File: src/rtl/keypad_pkg.sv
// Shared definitions for the 4x4 keypad scanner: FSM states, key map and row drive helpers.
package keypad_pkg;

  typedef enum logic [1:0] {
    SCAN,
    DEBOUNCE,
    HOLD
  } state_t;

  localparam logic [3:0] ROW_IDLE = 4'b1110;

  // Indexed by {row, column}; * = 14, # = 15, A..D = 10..13
  localparam logic [3:0] KEY_MAP [16] = '{
    4'd1,  4'd2, 4'd3,  4'd10,
    4'd4,  4'd5, 4'd6,  4'd11,
    4'd7,  4'd8, 4'd9,  4'd12,
    4'd14, 4'd0, 4'd15, 4'd13
  };

  function automatic logic [3:0] row_drive(input logic [1:0] r);
    return ~(4'b0001 << r);
  endfunction

  // Lowest-numbered low column wins when several are pressed.
  function automatic logic [1:0] first_low(input logic [3:0] cols);
    logic [1:0] idx;
    idx = '0;
    for (int unsigned i = 4; i > 0; i--) begin
      if (!cols[i-1]) idx = 2'(i - 1);
    end
    return idx;
  endfunction

endpackage

File: src/rtl/keypad_scanner_if.sv
// Key event bus from the scanner to the detonator digit input.
interface keypad_scanner_if;
  logic [3:0] key_code;
  logic       key_valid;
  logic       key_down;

  modport master (output key_code, output key_valid, output key_down);
  modport slave  (input  key_code, input  key_valid, input  key_down);
endinterface

File: src/rtl/keypad_tick_gen.sv
// Free-running divider producing a one-cycle scan tick every SCAN_DIV clocks.
module keypad_tick_gen #(
  parameter int unsigned SCAN_DIV = 1000
) (
  input  logic clk,
  input  logic rst,
  output logic tick
);

  localparam int unsigned W = $clog2(SCAN_DIV);

  logic [W-1:0] count;

  assign tick = (count == W'(SCAN_DIV - 1));

  always_ff @(posedge clk or negedge rst) begin
    if (!rst)      count <= '0;
    else if (tick) count <= '0;
    else           count <= count + W'(1);
  end

endmodule

File: src/rtl/keypad_scanner.sv
// Scans a 4x4 active-low key matrix, debounces one key at a time and emits
// a registered key code with a single-cycle valid strobe per press.
module keypad_scanner
  import keypad_pkg::*;
#(
  parameter int unsigned SCAN_DIV = 1000,
  parameter int unsigned DEB_CNT  = 5
) (
  input  logic       clk,
  input  logic       rst,
  input  logic [3:0] col,
  output logic [3:0] row,
  keypad_scanner_if.master key
);

  localparam logic [7:0] DEB_LAST = 8'(DEB_CNT - 1);

  logic       tick;
  logic [3:0] sync1, sync2;
  state_t     state, state_n;
  logic [1:0] r, r_n, c, c_n;
  logic [7:0] cnt, cnt_n;
  logic [3:0] code, code_n, row_q, row_n;
  logic       valid, valid_n, down, down_n;
  logic       any_low;
  logic [1:0] win;

  keypad_tick_gen #(.SCAN_DIV(SCAN_DIV)) u_tick (
    .clk  (clk),
    .rst  (rst),
    .tick (tick)
  );

  assign any_low = (sync2 != 4'hF);
  assign win     = first_low(sync2);

  always_ff @(posedge clk or negedge rst) begin
    if (!rst) begin
      sync1 <= '1;
      sync2 <= '1;
      state <= SCAN;
      r     <= '0;
      c     <= '0;
      cnt   <= '0;
      code  <= '0;
      valid <= 1'b0;
      down  <= 1'b0;
      row_q <= ROW_IDLE;
    end else begin
      sync1 <= col;
      sync2 <= sync1;
      state <= state_n;
      r     <= r_n;
      c     <= c_n;
      cnt   <= cnt_n;
      code  <= code_n;
      valid <= valid_n;
      down  <= down_n;
      row_q <= row_n;
    end
  end

  always_comb begin
    state_n = state;
    r_n     = r;
    c_n     = c;
    cnt_n   = cnt;
    code_n  = code;
    valid_n = 1'b0;
    down_n  = down;
    if (tick) begin
      unique case (state)
        SCAN: begin
          if (any_low) begin
            c_n     = win;
            cnt_n   = '0;
            state_n = DEBOUNCE;
          end else begin
            r_n = r + 2'd1;
          end
        end
        DEBOUNCE: begin
          if (any_low && win == c) begin
            if (cnt == DEB_LAST) begin
              code_n  = KEY_MAP[{r, c}];
              valid_n = 1'b1;
              down_n  = 1'b1;
              cnt_n   = '0;
              state_n = HOLD;
            end else begin
              cnt_n = cnt + 8'd1;
            end
          end else begin
            cnt_n   = '0;
            state_n = SCAN;
          end
        end
        HOLD: begin
          // Comparing against DEB_LAST before incrementing means the
          // DEB_CNT-th consecutive released tick is the one that exits.
          if (!any_low) begin
            if (cnt == DEB_LAST) begin
              cnt_n   = '0;
              r_n     = r + 2'd1;
              down_n  = 1'b0;
              state_n = SCAN;
            end else begin
              cnt_n = cnt + 8'd1;
            end
          end else begin
            cnt_n = '0;
          end
        end
        default: state_n = SCAN;
      endcase
    end
    row_n = row_drive(r_n);
  end

  assign row           = row_q;
  assign key.key_code  = code;
  assign key.key_valid = valid;
  assign key.key_down  = down;

endmodule

File: src/flat_wrapper.sv
// flat-port wrapper written by rule: the top's interface ports become plain ports
module keypad_scanner_flat import keypad_pkg::*;
#(
  parameter int unsigned SCAN_DIV = 1000,
  parameter int unsigned DEB_CNT  = 5
)
  (clk, rst, col, row, key_key_code, key_key_valid, key_key_down);
  keypad_scanner_if key_i ();
  input  logic clk;
  input  logic rst;
  input  logic [3:0] col;
  output logic [3:0] row;
  output wire logic [$bits(key_i.key_code)-1:0] key_key_code;
  output wire logic [$bits(key_i.key_valid)-1:0] key_key_valid;
  output wire logic [$bits(key_i.key_down)-1:0] key_key_down;
  assign key_key_code = key_i.key_code;
  assign key_key_valid = key_i.key_valid;
  assign key_key_down = key_i.key_down;
  keypad_scanner #(.SCAN_DIV(SCAN_DIV), .DEB_CNT(DEB_CNT)) u_core (.clk(clk), .rst(rst), .col(col), .row(row), .key(key_i));
endmodule
File: config.mk
export PLATFORM = sky130hd
export DESIGN_NAME = keypad_scanner_flat
export DESIGN_NICKNAME = d
export VERILOG_FILES = /design/src/rtl/keypad_pkg.sv /design/src/rtl/keypad_scanner_if.sv /design/src/rtl/keypad_tick_gen.sv /design/src/rtl/keypad_scanner.sv /design/src/flat_wrapper.sv
export SDC_FILE = /design/constraint.sdc
export NUM_CORES = 1
export LEC_CHECK = 0
export ABC_AREA = 1
export CAP_MARGIN = 20
export CORE_ASPECT_RATIO = 0.8
export CORE_MARGIN = 8
export CORE_UTILIZATION = 50
export CTS_BUF_LIST = sky130_fd_sc_hd__clkbuf_16
export DETAILED_ROUTE_END_ITERATION = 10
export HOLD_SLACK_MARGIN = 0.02
export PLACE_DENSITY = 0.79
export REMOVE_ABC_BUFFERS = 1
export SLEW_MARGIN = 20
export SYNTH_ARGS = -nofsm -noshare
export SYNTH_HDL_FRONTEND = slang
export SYNTH_SLANG_ARGS = --single-unit
export TNS_END_PERCENT = 1
File: constraint.sdc
create_clock -name clk -period 1.6 [get_ports clk]
set_clock_uncertainty 0.15 [all_clocks]
set_input_delay 0.32 -clock clk [delete_from_list [all_inputs] [get_ports clk]]
set_output_delay 0.32 -clock clk [all_outputs]
set_load 0.03 [all_outputs]
After elaboration in Yosys (flattened, before gate mapping)
Memory sizes are Yosys's and may differ from the RTL's. A register that Yosys moved wholly into a read port is not among the register bits.
Cells that the tools add are included.
W data, S select, Z words.
- mux-type cells: 30
- add/subtract/negate cells: 3
- bitwise operators: 2
- reduce and logical (&&, ||, !) cells: 10
- equal/unequal tests: 12
- shift-type cells: 1
- operator list (operator ; number):
    $mux W8 ; 4
    $mux W2 ; 13
    $pmux W8 S3 ; 1
    $add A10 B1 Y10 const B ; 1
    $eq A10 B10 Y1 const B ; 1
    $mux W10 ; 1
    $add A8 B1 Y8 const B ; 1
    $eq A8 B3 Y1 const B ; 1
    $mux W1 ; 8
    $ne A2 B1 Y1 const B ; 4
    $pmux W2 S3 ; 1
    $reduce_and A3 Y1 ; 2
    $reduce_and A6 Y1 ; 1
    $not A4 Y5 ; 1
    $reduce_and A5 Y1 ; 1
    $ne A4 B4 Y1 const B ; 1
    $not A4 Y4 ; 1
    $pmux W2 S2 ; 1
    $reduce_and A4 Y1 ; 1
    $shl A1 B2 Y4 const A ; 1
    $ne A3 B3 Y1 const B ; 1
    $reduce_bool A3 Y1 ; 1
    $add A2 B1 Y2 const B ; 1
    $eq A2 B1 Y1 const B ; 1
    other kinds (8) ; 8
- bits of input ports: 6
- memories: 1
- register bits: 38
- logic and storage cells: 69
- memory bits (read-only): 64
- memory list (memory ; words ; width ; read ports ; clocked after memory_dff ; wr ports ; RTL line ; source):
    (no name shown) ; 16 ; 4 ; 1 ; 1 ; 0 ; keypad_scanner.sv:85 ; code_n = KEY_MAP[{r, c}];

Depth between registers and ports, before layout
- depth after elaboration: 9
- gate-level depth with buffers: 12
- gate-level depth less buffers: 12

Hierarchy
From an unflattened synthesis, not the netlist that was laid out.
- cells, all modules: 272
- area, all modules: 2319.7 um^2
- modules (own cells, without submodules) (module ; instances ; area each (um^2) ; cells an instance ; sequential area each (um^2)):
    keypad_scanner ; 1 ; 1790.5 ; 205 ; 814.5
    keypad_tick_gen ; 1 ; 529.3 ; 67 ; 250.2

Worst setup path before layout
Ideal clock, no wire load.
- path kind: reg-to-reg
- start point: reg u_core.cnt[0]
- end point: reg u_core.code[2] (netlist: u_core.key.key_code[2])
- buffers on the path: 0
- slack: -36 ps
- required time: 1328 ps
- clock period less this slack: 1636 ps
- arrival time: 1364 ps
- library setup time: 122 ps
- cell stages (with the launch flop): 10
- path through: dfrtp_1 > inv_1 > ha_1 > nand3_1 > nor2_4 > inv_1 > nor2_1 > nand3_2 > nand2_1 > o21ai_1
- longest elaborated chain between the ends: 2
- RTL lines (element ; RTL line ; source):
    from (decl) ; keypad_scanner.sv:22 ; logic [7:0] cnt, cnt_n;
    from (signal assigned) ; keypad_scanner.sv:55 ; cnt <= cnt_n;
    $eq A8 B3 Y1 ; keypad_scanner.sv:84 ; if (cnt == DEB_LAST) begin
    $reduce_and A4 Y1 (no source line) ; -- ;
    to (decl) ; keypad_scanner.sv:23 ; logic [3:0] code, code_n, row_q, row_n;
No other way between the ends.
A chain may end at the register's enable or synchronous reset.

Final worst setup path
- start point: reg u_core.u_tick.count[1]
- end point: reg u_core.cnt[4]
- longest elaborated chain between the ends: 2
- RTL lines (element ; RTL line ; source):
    from (decl) ; keypad_tick_gen.sv:12 ; logic [W-1:0] count;
    from (signal assigned) ; keypad_tick_gen.sv:19 ; else count <= count + W'(1);
    $eq A10 B10 Y1 ; keypad_tick_gen.sv:14 ; assign tick = (count == W'(SCAN_DIV - 1));
    $reduce_and A3 Y1 (no source line) ; -- ;
No other way between the ends.

==> results.md <==
* Status: complete, but fails checks
* Failing checks: negative setup slack
* CP peak stage delay at around 0.35 ns
* Net Sw Frac at 21.3%
* RSZ-0062 raised after global routing: yes
* Largest net degree at the start of global routing at 29
* Cell chain of the critical path: ha_2, nand2_2, nor2_4, nand4_1, nor3_4, nand2_2, inv_4, nand3_2, nand2_1
* Antenna fix cells at 0
* Max Cap Viol at 0
* Initial antenna violation count at 0
* Setup slack, reg-to-reg at -0.22 ns
* Final Worst Setup Slack at -0.218 ns
* Sequential area share after synthesis at about 45%
* Number of global-route vias before repair at roughly 2,100
* Share of layout cells above drive strength 1 at approximately 32%
* Routed WL at 5690 um
* Hold path depth at 0
* Die Footprint at slightly above 7000 sq um
* Nets at approximately 370
* CTS sink count at between 40 and 50
* CP top delay family: simple AND/OR/NAND/NOR gates
* Pleak at approximately 1.6 nW
* Cells after synthesis at 290
* CP Data Required Time at 1.68 ns
* Combinational Power Share at 3.7%
* HP Start: u_core.sync1[0]
* Worst setup EP type: flop
* DP HPWL at around 4000 um
* Worst Path Max Fanout at 4
* Clk slew on worst S/H paths at around 0.06 ns
* Fillers at between 300 and 400
* Max-slew headroom at 75.0%
* Peak Freq at between 500 and 600 MHz
* Hold crit path type: flop to flop
* Critical path class: flop to flop
* Num rows at 22
* Avg Inst Size Synth at just over 8 sq um
* GPL Wtd Cong at about 0.9
* Synth cell count leaders: 65 x nand2_1, 40 x inv_1, 31 x dfrtp_1
* Post-synth ARST share at between 90% and 100%
* Most used cell, CP: nand2_2
* Per-cell routed wire length at between 10 and 15 um
* H-Tree Level Count at 2
* First-pass GRT wire length at approximately 9500 um
* Area of the mapped netlist at about 2400 sq um
* Reg2reg start: u_core.u_tick.count[1]
* Clock network power share at between 40 and 50%
* Root Buffer: clkbuf_16
* Yosys warns at 0
* CTS max path bufs at 2
* Flops & latches, synth at 42
* Maximum vdd drop at just over 0.6 mV
* ANT nets after route at 0
* Switch Pwr at between 0.4 and 0.5 mW
* Clk Latency, worst-skew pair at just under 0.3 ns
* Synth cell types at 31
* Worst setup SP type: flop
* First-pass iteration count of the detailed router at 4
* Internal Power at roughly 1.7 mW
* Leading area contributor after synthesis: dfrtp_1
* Vias per cell at 5.17
* Fin crit period at 1.82 ns
* Initial core utilization at between 50% and 60%
* DR DRC count at 0
* GRT Total Usage at between 15 and 20%
* CTS tree: done
* PwrDens at between 600 and 700 nW/um^2
* Total number of vias at between 2,000 and 2,500
* Count of final setup violators at 23
* Layout area overhead at 32.9%
* Most frequent cell after synthesis: nand2_1
* Final core utilization at a little under 70%
* Non-Filler Cell Area, Final at around 3200 sq um
* Worst path bufs/invs at 1
* CP arrival at approximately 1.9 ns
* IO buf count at 15
* Drt first-iter violations at 130
* Tcrit/Tclk final at 114%
* # IOs at 16
* Synth top area share at between 30 and 40%
* Overall die width at 93.0 um
* Final hold violation count at 0
* GRT overflow at 0
* Top FF cell, synth: dfrtp_1
* Area after DPL at 2860 sq um
* TritonCTS buffer count at 5
* Slowest cell on the critical path: dfrtp_1
* Synth area leaders: dfrtp_1 33%, dfstp_2 12%, nand2_1 10%
* Core Region at around 4600 sq um
* Die Ht at 77.6 um
* Register-to-Register Path Depth at 9
* EDFF count, synth at 0
* Register share of total power at about half
* FF-to-FF End: u_core.cnt[4]
* Hold path endpoint: u_core.sync2[0]
* Max Transition Viols Final at 0
* Worst-Margin Slew at approximately 0.38 ns
## flip-flops by register name (all words and copies together), names as in the netlist
name / cells
u_core.cnt: 8
u_core.state: 2
u_core.key.key_down: 1
u_core.c: 2
u_core.key.key_code: 4
u_core.u_tick.count: 10
u_core.sync2: 4
u_core.sync1: 4
u_core.key.key_valid: 1
u_core.r: 2
u_core.row: 4
## power by group through the flow
| stage | sequential [mW] | combinational (mW) | clock (mW) |
|---|---|---|---|
| CTS | 1.09 | 0.0790 | 0.988 |
| global placement | 1.10 | 0.0734 | 0 |
| detailed placement | 1.11 | 0.0748 | 0 |
| global route | 1.09 | 0.0885 | 1.02 |
| floorplan | 1.10 | 0.0248 | 0 |
| finish | 1.09 | 0.0790 | 0.964 |
## layer usage
layer | vias up | GRT usage [%] | part of all wire (%)
li1 | 1055 | - | -
met1 | 1010 | 21.1 | 45
met2 | 51 | 25.1 | 48
met3 | 12 | 3.08 | 4.2
met4 | 0 | 8.67 | 2.4
met5 | - | 0 | 0
## worst reg2reg max path, stage by stage (launching register included)
cell     delay [ns]
dfrtp_1        0.35
ha_2           0.19
nand2_2        0.07
nor2_4         0.11
nand4_1        0.15
nor3_4         0.34
nand2_2        0.16
inv_4          0.11
nand3_2        0.06
nand2_1        0.06
## repair_timing
action	CTS	global route
pin swaps	5	16
endpoints found under the setup margin	28	28
setup buffers	0	3
resized for setup	17	21
endpoints found under the hold margin	14	0
hold buffers	1	0
## area by class of cell
type                    instances  area [sq um]  area share, %
clock buffers                   5           125           3.97
clock inverters                 3          13.8          0.436
inverters                      43           164           5.19
multi-input cells             203          1260           39.9
flip-flops and latches         42          1070           33.8
well taps                      60          75.1           2.38
repair buffers                 56           452           14.3
## stage by stage
stage / cells / setup TNS [ns] / worst slack, ns / power (mW) / hold slack (ns)
floorplan: 288 / -0.158 / -0.0402 / 1.13 / -0.126
global placement: 400 / -0.708 / -0.0888 / 1.18 / 0.106
detailed placement: 400 / -1.51 / -0.144 / 1.18 / 0.112
CTS: 409 / -1.57 / -0.165 / 2.16 / 0.207
global route: 412 / -5.67 / -0.349 / 2.20 / 0.208
finish: 412 / -2.45 / -0.218 / 2.13 / 0.205
## cells in the final DEF (no fill, tap or decap), types with 2 or more instances in the layout
cell and n:
a21oi_1 10, buf_4 42, clkbuf_16 5, clkdlybuf4s50_1 4
clkinv_2 2, dfrtp_1 30, dfstp_2 11, dlygate4sd2_1 7
ha_1 8, ha_4 2, inv_1 40, inv_2 3
nand2_1 62, nand2_2 12, nand2_4 3, nand3_1 25
nand3_2 6, nand3_4 2, nand4_1 5, nor2_1 19
nor2_2 3, nor2_4 6, nor3_1 5, nor3_2 3
o21ai_0 6, o21ai_1 6, o21ai_2 2, or2_2 3
xnor2_1 2, xor2_1 5
## worst max path at each step
stage	from	endpoint	slack, ns	cells past startpoint
2_1_floorplan	u_core.cnt[0]	u_core.key.key_code[2]	-0.04	9
3_3_place_gp	u_core.u_tick.count[0]	u_core.key.key_code[2]	-0.09	8
3_5_place_dp	u_core.u_tick.count[0]	u_core.key.key_code[0]	-0.14	8
4_1_cts	u_core.u_tick.count[0]	u_core.key.key_code[0]	-0.17	8
5_1_grt	u_core.u_tick.count[0]	u_core.cnt[3]	-0.35	9
6_report	u_core.u_tick.count[1]	u_core.cnt[4]	-0.22	9
## cell families after synthesis
group,Yosys count,synth area share (%)
and+or+nand+nor,158,33.3
adders and majority gates,11,5.80
buffers and inverters,45,7.33
xor gates and xnor gates,7,2.58
AOI/OAI and AO/OA,27,6.17
DFF,42,44.9
No activity file was read; power rests on OpenSTA's default activity.
